==> src/rtl/pixel_pkg.sv <==
// -----------------------------------------------------------------------------
// pixel_pkg
// Shared definitions for the pixel packer and its word FIFO:
//   - pack_state_t : packer control state (ACCEPT / FLUSH)
//   - PIX_W, WORD_W, BYTES_PER_WORD : pixel and packed-word geometry
//   - BCNT_W       : width of the byte-lane counter
//   - idx_width()  : safe index width for a count (never returns 0)
// No ports; imported by pixel_pack_fifo and sync_word_fifo.
// -----------------------------------------------------------------------------
package pixel_pkg;

   typedef enum logic {
      ACCEPT = 1'b0,
      FLUSH  = 1'b1
   } pack_state_t;

   localparam int PIX_W          = 8;
   localparam int WORD_W         = 32;
   localparam int BYTES_PER_WORD = 4;
   localparam int BCNT_W         = $clog2(BYTES_PER_WORD);

   // A count of 1 still needs a 1-bit index so declarations stay legal.
   function automatic int idx_width(input int n);
      return (n > 1) ? $clog2(n) : 1;
   endfunction

endpackage

==> src/rtl/sync_word_fifo.sv <==
// -----------------------------------------------------------------------------
// sync_word_fifo
// Parameterised single-clock FIFO with a registered read port.
//   clk, rst   : clock and synchronous active-high reset
//   push       : write push_data this edge (ignored while full)
//   push_data  : word to write
//   pop        : read one word this edge (ignored while empty)
//   rd_data    : popped word, registered; holds its value when no pop occurs
//   rd_valid   : high the cycle after an accepted pop
//   level      : registered word count, 0..DEPTH
//   full/empty : registered, always consistent with level
// DEPTH must be a power of two and at least 2.
// -----------------------------------------------------------------------------
module sync_word_fifo #(
   parameter int WIDTH = 32,
   parameter int DEPTH = 16
) (
   input  logic                     clk,
   input  logic                     rst,
   input  logic                     push,
   input  logic [WIDTH-1:0]         push_data,
   input  logic                     pop,
   output logic [WIDTH-1:0]         rd_data,
   output logic                     rd_valid,
   output logic [$clog2(DEPTH):0]   level,
   output logic                     full,
   output logic                     empty
);

   localparam int AW = $clog2(DEPTH);
   localparam int PW = AW + 1;

   logic [WIDTH-1:0] mem [DEPTH];

   // Pointers carry one extra wrap bit: equal pointers mean empty, equal
   // addresses with differing wrap bits mean full.
   logic [PW-1:0]    wr_ptr_reg, wr_ptr_next;
   logic [PW-1:0]    rd_ptr_reg, rd_ptr_next;
   logic [PW-1:0]    level_reg;
   logic             full_reg, empty_reg;
   logic [WIDTH-1:0] rd_data_reg;
   logic             rd_valid_reg;
   logic             push_ok, pop_ok;

   assign push_ok = push && !full_reg;
   assign pop_ok  = pop && !empty_reg;

   always_comb begin
      wr_ptr_next = wr_ptr_reg + PW'(push_ok);
      rd_ptr_next = rd_ptr_reg + PW'(pop_ok);
   end

   // Storage array kept free of reset so it maps onto block RAM.
   always_ff @(posedge clk) begin
      if (push_ok) begin
         mem[wr_ptr_reg[AW-1:0]] <= push_data;
      end
   end

   always_ff @(posedge clk) begin
      if (rst) begin
         wr_ptr_reg   <= '0;
         rd_ptr_reg   <= '0;
         level_reg    <= '0;
         full_reg     <= 1'b0;
         empty_reg    <= 1'b1;
         rd_data_reg  <= '0;
         rd_valid_reg <= 1'b0;
      end else begin
         wr_ptr_reg   <= wr_ptr_next;
         rd_ptr_reg   <= rd_ptr_next;
         // Status flags derive from the next pointers so all three agree.
         level_reg    <= wr_ptr_next - rd_ptr_next;
         empty_reg    <= (wr_ptr_next == rd_ptr_next);
         full_reg     <= (wr_ptr_next[AW] != rd_ptr_next[AW]) &&
                         (wr_ptr_next[AW-1:0] == rd_ptr_next[AW-1:0]);
         rd_valid_reg <= pop_ok;
         if (pop_ok) begin
            rd_data_reg <= mem[rd_ptr_reg[AW-1:0]];
         end
      end
   end

   assign rd_data  = rd_data_reg;
   assign rd_valid = rd_valid_reg;
   assign level    = level_reg;
   assign full     = full_reg;
   assign empty    = empty_reg;

endmodule

==> src/rtl/pixel_pack_fifo.sv <==
// -----------------------------------------------------------------------------
// pixel_pack_fifo
// Packs 8-bit pixels four at a time into little-endian 32-bit words (first
// pixel in [7:0]) and buffers them in sync_word_fifo for a host reader.
// Partial words are zero-padded and written at end of frame or on flush.
//   clk, rst    : clock and synchronous active-high reset
//   pixel_in    : pixel from the processing stage
//   VALID_IN    : pixel_in valid
//   READY_OUT   : pixel accepted this cycle if VALID_IN (registered state only)
//   flush       : single-cycle request to emit the current partial word
//   rd_en       : reader pops one word
//   rd_data     : popped word (registered)
//   rd_valid    : pulses the cycle after an accepted pop
//   empty/full  : FIFO status
//   level       : FIFO word count
//   frame_done  : one-cycle pulse after the final word of a frame is written
// Optional build macro PIXEL_PACK_FRAME_CNT_EN adds:
//   frame_count : 16-bit wrapping count of frame_done pulses
//   drop_err    : sticky flag, set when rd_en is seen while empty
// -----------------------------------------------------------------------------
module pixel_pack_fifo
   import pixel_pkg::*;
#(
   parameter int IMG_WIDTH  = 32,
   parameter int IMG_HEIGHT = 32,
   parameter int FIFO_DEPTH = 16
) (
   input  logic                          clk,
   input  logic                          rst,
   input  logic [PIX_W-1:0]              pixel_in,
   input  logic                          VALID_IN,
   output logic                          READY_OUT,
   input  logic                          flush,
   input  logic                          rd_en,
   output logic [WORD_W-1:0]             rd_data,
   output logic                          rd_valid,
   output logic                          empty,
   output logic                          full,
   output logic [$clog2(FIFO_DEPTH):0]   level,
   output logic                          frame_done
`ifdef PIXEL_PACK_FRAME_CNT_EN
   ,
   output logic [15:0]                   frame_count,
   output logic                          drop_err
`endif
);

   localparam int NPIX  = IMG_WIDTH * IMG_HEIGHT;
   localparam int IDX_W = idx_width(NPIX);
   localparam logic [IDX_W-1:0]  LAST_IDX  = IDX_W'(NPIX - 1);
   localparam logic [BCNT_W-1:0] LAST_LANE = BCNT_W'(BYTES_PER_WORD - 1);

   pack_state_t        state_reg, state_next;
   logic [WORD_W-1:0]  pack_reg, pack_next;
   logic [BCNT_W-1:0]  byte_cnt_reg, byte_cnt_next;
   logic [IDX_W-1:0]   pix_idx_reg, pix_idx_next;
   logic               eof_pending_reg, eof_pending_next;
   logic               frame_done_reg, frame_done_next;
   logic               ready_en_reg;

   logic               accept;
   logic               last_pix;
   logic               word_done;
   logic [WORD_W-1:0]  ins_word;
   logic               fifo_push;
   logic [WORD_W-1:0]  fifo_push_data;

   // Stall only when the incoming byte would have to push into a full FIFO.
   assign READY_OUT = ready_en_reg && (state_reg == ACCEPT) &&
                      !((byte_cnt_reg == LAST_LANE) && full);

   assign accept    = VALID_IN && READY_OUT;
   assign last_pix  = (pix_idx_reg == LAST_IDX);
   assign word_done = accept && (byte_cnt_reg == LAST_LANE);

   // Pack register with the incoming pixel dropped into lane byte_cnt.
   // Lanes above byte_cnt are still zero, which provides the padding.
   generate
      for (genvar gi = 0; gi < BYTES_PER_WORD; gi++) begin : g_lane
         assign ins_word[gi*PIX_W +: PIX_W] =
            (byte_cnt_reg == BCNT_W'(gi)) ? pixel_in : pack_reg[gi*PIX_W +: PIX_W];
      end
   endgenerate

   always_comb begin
      state_next       = state_reg;
      pack_next        = pack_reg;
      byte_cnt_next    = byte_cnt_reg;
      pix_idx_next     = pix_idx_reg;
      eof_pending_next = eof_pending_reg;
      frame_done_next  = 1'b0;
      fifo_push        = 1'b0;
      fifo_push_data   = pack_reg;

      case (state_reg)
         ACCEPT: begin
            if (accept) begin
               pix_idx_next = last_pix ? '0 : pix_idx_reg + IDX_W'(1);
               if (word_done) begin
                  fifo_push       = 1'b1;
                  fifo_push_data  = ins_word;
                  pack_next       = '0;
                  byte_cnt_next   = '0;
                  frame_done_next = last_pix;
               end else begin
                  pack_next     = ins_word;
                  byte_cnt_next = byte_cnt_reg + BCNT_W'(1);
                  if (last_pix) begin
                     state_next       = FLUSH;
                     eof_pending_next = 1'b1;
                  end
               end
            end
            // A manual flush only matters if bytes are pending and the
            // same-cycle pixel did not already complete the word.
            if (flush && (byte_cnt_reg != '0) && !word_done) begin
               state_next = FLUSH;
            end
         end

         FLUSH: begin
            // Further flush requests are absorbed here.
            if (!full) begin
               fifo_push        = 1'b1;
               fifo_push_data   = pack_reg;
               pack_next        = '0;
               byte_cnt_next    = '0;
               state_next       = ACCEPT;
               frame_done_next  = eof_pending_reg;
               eof_pending_next = 1'b0;
            end
         end

         default: begin
            state_next = ACCEPT;
         end
      endcase
   end

   always_ff @(posedge clk) begin
      if (rst) begin
         state_reg       <= ACCEPT;
         pack_reg        <= '0;
         byte_cnt_reg    <= '0;
         pix_idx_reg     <= '0;
         eof_pending_reg <= 1'b0;
         frame_done_reg  <= 1'b0;
         ready_en_reg    <= 1'b0;
      end else begin
         state_reg       <= state_next;
         pack_reg        <= pack_next;
         byte_cnt_reg    <= byte_cnt_next;
         pix_idx_reg     <= pix_idx_next;
         eof_pending_reg <= eof_pending_next;
         frame_done_reg  <= frame_done_next;
         ready_en_reg    <= 1'b1;
      end
   end

   assign frame_done = frame_done_reg;

   sync_word_fifo #(
      .WIDTH (WORD_W),
      .DEPTH (FIFO_DEPTH)
   ) u_fifo (
      .clk       (clk),
      .rst       (rst),
      .push      (fifo_push),
      .push_data (fifo_push_data),
      .pop       (rd_en),
      .rd_data   (rd_data),
      .rd_valid  (rd_valid),
      .level     (level),
      .full      (full),
      .empty     (empty)
   );

`ifdef PIXEL_PACK_FRAME_CNT_EN
   logic [15:0] frame_count_reg;
   logic        drop_err_reg;

   // Counter advances on the same edge that raises frame_done.
   always_ff @(posedge clk) begin
      if (rst) begin
         frame_count_reg <= '0;
         drop_err_reg    <= 1'b0;
      end else begin
         if (frame_done_next) begin
            frame_count_reg <= frame_count_reg + 16'd1;
         end
         if (rd_en && empty) begin
            drop_err_reg <= 1'b1;
         end
      end
   end

   assign frame_count = frame_count_reg;
   assign drop_err    = drop_err_reg;
`endif

endmodule
==> config.mk <==
export PLATFORM = sky130hd
export DESIGN_NAME = pixel_pack_fifo
export DESIGN_NICKNAME = d
export VERILOG_FILES = /design/src/rtl/pixel_pkg.sv /design/src/rtl/sync_word_fifo.sv /design/src/rtl/pixel_pack_fifo.sv
export SDC_FILE = /design/constraint.sdc
export NUM_CORES = 1
export LEC_CHECK = 0
export CAP_MARGIN = 20
export CORE_MARGIN = 2
export CORE_UTILIZATION = 56
export CTS_CLUSTER_DIAMETER = 120
export CTS_CLUSTER_SIZE = 14
export DETAILED_ROUTE_END_ITERATION = 10
export PLACE_DENSITY = 0.82
export SYNTH_ARGS = -nofsm -noshare
export SYNTH_HDL_FRONTEND = slang
export SYNTH_HIERARCHICAL = 1
export SYNTH_SLANG_ARGS = --single-unit
==> constraint.sdc <==
create_clock -name clk -period 10.9 [get_ports clk]
set_input_delay 3.27 -clock clk [delete_from_list [all_inputs] [get_ports clk]]
set_output_delay 3.27 -clock clk [all_outputs]
set_load 0.005 [all_outputs]
==> results of run 1 <==
[power by group]
part           internal (W)  switching, W  leakage [nW]
clock              0.000848      0.000782         0.661
combinational      0.000117      0.000120          2.06
sequential          0.00252     0.0000123          4.95
total               0.00349      0.000914          7.67
[cells by family (layout without fill, tap and decap cells)]
| kind of cell | after synthesis | count (layout) | share of synthesized area [%] |
|---|---|---|---|
| AO/OA/AOI/OAI | 98 | 98 | 3.33 |
| flip-flops | 610 | 610 | 73.6 |
| adder cells (fa/ha/maj) | 10 | 10 | 0.531 |
| buffers and inverters | 71 | 181 | 1.74 |
| XOR/XNOR | 18 | 18 | 0.796 |
| AND/OR/NAND/NOR | 126 | 126 | 3.04 |
| other | 0 | 2 | 0 |
| multiplexers | 193 | 193 | 17.0 |
[path summary, 6_finish.rpt]
kind,end,slack (ps),cells after the start
worst max-delay path,u_fifo/level[4]$_SDFF_PP0_,3770,13
worst min-delay path,pack_reg[25]$_SDFFE_PP0P_,460,1
worst max register to register,u_fifo/level[4]$_SDFF_PP0_,6530,12
worst min register to register,pack_reg[25]$_SDFFE_PP0P_,460,1
[worst reg2reg max path, delay by kind of cell, from the launching register on]
family / cells / cell delay [ps]
adder cells (fa/ha/maj): 4 / 1260
flip-flops: 1 / 390
AND/OR/NAND/NOR: 3 / 1350
XOR/XNOR: 1 / 210
AO/OA/AOI/OAI: 3 / 660
multiplexers: 1 / 390
[per-stage QoR]
step	total power, W	area, um2
global route	0.00452	26300
finish	0.00440	26300
global placement	0.00281	24700
floorplan	0.00275	23600
detailed placement	0.00282	24700
CTS	0.00443	26100
[cell usage in the layout (no fill, tap or decap), types with 6 or more instances in the layout]
master | Yosys | layout
mux2_2 | 25 | 25
nor2b_1 | 8 | 8
nor2_4 | 0 | 13
buf_12 | 1 | 6
nor2_1 | 38 | 25
ha_1 | 10 | 10
clkbuf_1 | 21 | 37
clkdlybuf4s50_1 | 0 | 54
a21oi_1 | 13 | 13
mux4_2 | 160 | 160
nand2b_1 | 7 | 7
and2_1 | 11 | 11
xnor2_1 | 9 | 9
nand2_1 | 12 | 12
nand3_1 | 7 | 7
nand4_1 | 6 | 6
nor3_1 | 11 | 7
xor2_1 | 7 | 7
a22o_1 | 56 | 56
buf_4 | 0 | 16
inv_1 | 12 | 12
mux2_4 | 8 | 8
edfxtp_1 | 512 | 512
dfxtp_1 | 98 | 95
clkbuf_16 | 0 | 49
[final cells by class]
class,count,area [um2]
antenna,2,5.00
clock buffer,86,1370
clock inverter,3,26.3
fill,2717,15500
inverter,13,48.8
multi-input combinational,445,5940
sequential,610,17300
tap,539,674
timing repair buffer,79,863
[per-layer routing]
layer  GRT usage [%]  vias up
met1            32.3     6073
met4            9.09        0
met3            3.94      102
met2            39.9      566
met5               0        -
li1                -     4810
==> qor.csv, run 1 <==
stage;metric;value;unit
cts;root_buffer;clkbuf_16;
layout;instances_no_fill;1777;
placed_design;port_buffers;54;
yosys;synth_area_leader_cell;edfxtp_1;
cts;cts.sinks;610;
drt;drtIter0Drc;1259;
placed_design;place_congestion;0.791;
drt;met3WireLength;4080;um
sta;fin_crit_sh;65.4;%
yosys;synth_flop_cell;edfxtp_1;
cts;cts_resized;0;
global_route;antenna_found_initial;2;
sta;slew_headroom;27.5;%
sta;final_max_slew_viol_count;0;
power;p_leak;7.67;nW
layout;nNetsFinal;1221;
yosys;yosysMostFrequentCell;edfxtp_1;
layout;largest_reg_flops;512;
yosys;syn_avg_cell_area;20.9;um2
yosys;synth_commonest_cells;512 x edfxtp_1, 160 x mux4_2, 98 x dfxtp_1;
cts;clk_path_buf_depth;3;
die;die_area;43700;um2
drt;wl_met1;20000;um
worst_hold_path;holdCritPathClass;reg -> reg;
die;fp.dieH;209;um
outcome;status;complete, no violations;
die;core;41800;um2
drt;drc;0;
cts;cts_buffers;49;
cts;cts_tree;done;
layout;drive_gt1_share;24.6;%
yosys;syn_area;23600;um2
job;cap_violations;0;
global_route;grt_pass1_wl;76100;um
sta;setup_violations;0;
placed_design;dp_cells;1680;
worst_setup_path;endpoint_kind;flip-flop;
worst_setup_path;worstPathMaxFanout;13;
worst_setup_path;start_kind;input port;
sta;worst_slack;3770;ps
drt;maxUsedRoutingLayer;met4;
worst_setup_path;required;11370;ps
global_route;overflow;0;
worst_hold_path;worstHoldStart;pack_reg[25]$_SDFFE_PP0P_;
placed_design;dp_hpwl;28700;um
sta;worstMarginPinSlew;1090;ps
worst_setup_path;critPathMaxStageDelay;660;ps
die;io_pins;55;
worst_setup_path;crit_slowest_cell;and3b_1;
cts;h-tree-depth;2;
placed_design;post-place-ws;3300;ps
global_route;track_usage;24.0;%
drt;ant_nets;0;
yosys;synth_top_cell_area_share;65.2;%
drt;viasPerCell;6.50;
worst_setup_path;cp.buffers_inverters;1;
cts;post_cts_buffers;0;
power;irDropWorstVdd;0.133;mV
power;powerDensity;168;nW/um2
drt;routed_wl;51500;um
sta;post-route-min-period;7130;ps
worst_setup_path;reg2reg_from;byte_cnt_reg[0]$_SDFFE_PP0P_;
yosys;ys.warnings.count;6;
yosys;seq_area_frac_synth;73.6;%
yosys;synth_nets;1149;
global_route;grt_pass1_vias;12000;
worst_setup_path;crit_path_start;VALID_IN;
yosys;synthTopCellsByArea;edfxtp_1 65%, mux4_2 15%, dfxtp_1 8.3%;
sta;hold_viol;0;
cts;clk_pin_slew_worst_paths;70;ps
sta;finalClockSkew;19.9;ps
die;rows;75;
yosys;synth-async-reset-ratio;0;%
drt;vias;11600;
worst_setup_path;arrival;7590;ps
layout;fin_util;62.9;%
worst_setup_path;cp_common_cell;ha_1;
die;dieWidth;209;um
worst_setup_path;critPathKind;in -> reg;
cts;holdBufCountCts;0;
drt;wl_per_cell;29.0;um
yosys;syn_inst;1126;
global_route;grt_max_degree;72;
yosys;synth_cell_types;60;
worst_setup_path;path_cells;clkdlybuf4s50_1, and3b_2, and3b_1, or2_2, nor2b_1, ha_1, ha_1, xor2_1, ha_1, o21ai_0, a21boi_0, o41ai_1, mux2_2;
sta;holdWs;463;ps
cts;clkLatencyLatePin;580;ps
sta;fin_setup_tns;0;ps
sta;rsz0062_at_grt;no;
worst_setup_path;critical_path.top_delay_family;simple AND/OR/NAND/NOR gates;
drt;drtPass1Iterations;7;
die;start_util;56.4;%
drt;met2_length;25700;um
yosys;synth_edf_count;512;
layout;area_delta_synth_final;11.5;%
sta;max_clock_freq;140;MHz
yosys;synth-seq-cells;610;
No activity file was read; power rests on OpenSTA's default activity.
==> run 2: changes to the inputs <==
Clock period 10.9 ns to 7.1 ns, I/O delays scaled along.
==> run 2 against run 1 <==
Net effect:
- global-route usage is essentially flat
- via count is 0.96% lower
- hold slack got worse by 1.2 ps
- largest cell class unchanged
- critical path depth is 1 higher
- total power is 53% higher
- final cell count decreased by 0.11%
- critical path type unchanged
- core utilization is essentially flat
- first-iteration DRC count is 3.3% lower
==> qor.csv, run 2 (synthesis results as in run 1) <==
stage;metric;value;unit
layout;layout_commonest_cell;edfxtp_1;
sta;final_max_slew_viol_count;0;
worst_setup_path;crit_path_start;VALID_IN;
die;core;41800;um2
worst_setup_path;endpoint_kind;flip-flop;
die;rows;75;
global_route;grt_max_degree;105;
sta;slew_headroom;28.1;%
cts;root_buffer;clkbuf_16;
drt;wl_per_cell;28.8;um
layout;area_delta_synth_final;11.4;%
die;io_pins;55;
worst_setup_path;reg2reg_from;byte_cnt_reg[0]$_SDFFE_PP0P_;
layout;instances_no_fill;1775;
sta;hold_viol;0;
cts;holdBufCountCts;0;
worst_setup_path;crit_slowest_cell;clkdlybuf4s50_1;
drt;drtPass1Iterations;5;
worst_setup_path;path_cells;clkdlybuf4s50_1, and3b_2, and3b_1, buf_4, or2_2, nor2b_1, ha_1, ha_1, xor2_1, ha_1, o21ai_0, a21boi_0, o41ai_1, mux2_2;
worst_setup_path;cp_common_cell;ha_1;
power;p_leak;7.68;nW
cts;clk_path_buf_depth;3;
sta;worstMarginPinSlew;1080;ps
cts;cts.sinks;610;
drt;viasPerCell;6.45;
power;irDropWorstVdd;0.148;mV
worst_setup_path;critPathKind;in -> reg;
sta;setup_violations;0;
cts;post_cts_buffers;0;
worst_setup_path;critical_path.top_delay_family;adder cells;
cts;cts_tree;done;
worst_setup_path;required;7570;ps
drt;routed_wl;51100;um
global_route;track_usage;24.0;%
layout;num-fill-cells;2640;
cts;cts_resized;0;
worst_setup_path;critPathMaxStageDelay;540;ps
layout;drive_gt1_share;24.6;%
cts;cts_buffers;49;
placed_design;port_buffers;54;
worst_setup_path;arrival;5970;ps
placed_design;place_congestion;0.817;
sta;finalClockSkew;20.5;ps
die;start_util;56.4;%
global_route;grt_pass1_wl;76300;um
sta;rsz0062_at_grt;no;
cts;clkLatencyLatePin;580;ps
sta;fin_crit_sh;77.5;%
placed_design;dp_hpwl;29700;um
layout;largest_reg_flops;512;
sta;max_clock_freq;182;MHz
sta;fin_setup_tns;0;ps
global_route;antenna_found_initial;1;
cts;h-tree-depth;2;
layout;nNetsFinal;1223;
worst_hold_path;worstHoldStart;pack_reg[30]$_SDFFE_PP0P_;
drt;drc;0;
outcome;status;complete, no violations;
drt;vias;11400;
cts;clk_pin_slew_worst_paths;70;ps
global_route;overflow;0;
drt;ant_nets;0;
worst_hold_path;holdCritPathClass;reg -> reg;
layout;final_cell_mix;512 x edfxtp_1, 160 x mux4_2, 95 x dfxtp_1, 56 x a22o_1, 54 x clkdlybuf4s50_1;
power;powerDensity;256;nW/um2
worst_setup_path;cp.buffers_inverters;2;
global_route;grt_pass1_vias;11700;
worst_setup_path;worstPathMaxFanout;13;
placed_design;dp_cells;1685;
layout;diodes;0;
worst_setup_path;start_kind;input port;
die;die_area;43700;um2
job;cap_violations;0;
die;dieWidth;209;um
drt;drtIter0Drc;1217;
die;fp.dieH;209;um
sta;post-route-min-period;5500;ps
==> run 2: cell types whose count changed in the layout (fill, tap and decap cells not counted) <==
cell and change:
buf_4 +3, inv_6 -2, buf_16 +2, buf_12 -3, diode_2 -2
==> run 2: per-stage QoR <==
step	area, um2	total power, W	hold WS, ps	utilization (%)	setup slack, ps
CTS	26200	0.00677	463	62.7	1650
detailed placement	24800	0.00433	445	59.4	1040
finish	26300	0.00673	462	62.9	1600
global placement	24700	0.00433	438	59.2	1080
floorplan	23600	0.00422	426	-	812
global route	26300	0.00692	488	62.9	1350
==> run 2: worst paths after layout <==
check / slack (ps) / cells past startpoint / end
max: 1600 / 14 / u_fifo/level[4]$_SDFF_PP0_
min: 460 / 1 / pack_reg[30]$_SDFFE_PP0P_
max reg2reg: 3210 / 13 / u_fifo/level[4]$_SDFF_PP0_
min reg2reg: 460 / 1 / pack_reg[30]$_SDFFE_PP0P_
==> run 2: per-layer routing <==
metal	wire [um]	global-route usage, %	vias up
met5	0	0	-
met4	1510	7.22	0
met3	4120	4.84	85
met2	25400	38.9	561
met1	20100	33.5	5975
li1	-	-	4819
==> run 2: area by class of cell <==
class	count	area, um2	share of cell area [%]
Inverter	13	48.8	0.186
Clock inverter	1	8.76	0.0334
Tap cell	539	674	2.57
Multi-Input combinational cell	445	5940	22.6
Clock buffer	86	1370	5.20
Sequential cell	610	17300	66.1
Timing Repair Buffer	81	881	3.35
==> run 2: worst register-to-register path: cells and delay by family (launching register included) <==
family / cells / cell delay (ps)
xor+xnor: 1 / 210
buf+inv: 1 / 240
fa+ha+maj: 4 / 1230
mux: 1 / 390
flops: 1 / 400
compound gates: 3 / 600
simple gates: 3 / 700
==> run 2: power by group <==
part           switching [W]  total (W)  internal (W)
registers          0.0000296    0.00390       0.00387
clock network        0.00118    0.00247       0.00130
logic               0.000176   0.000355      0.000179
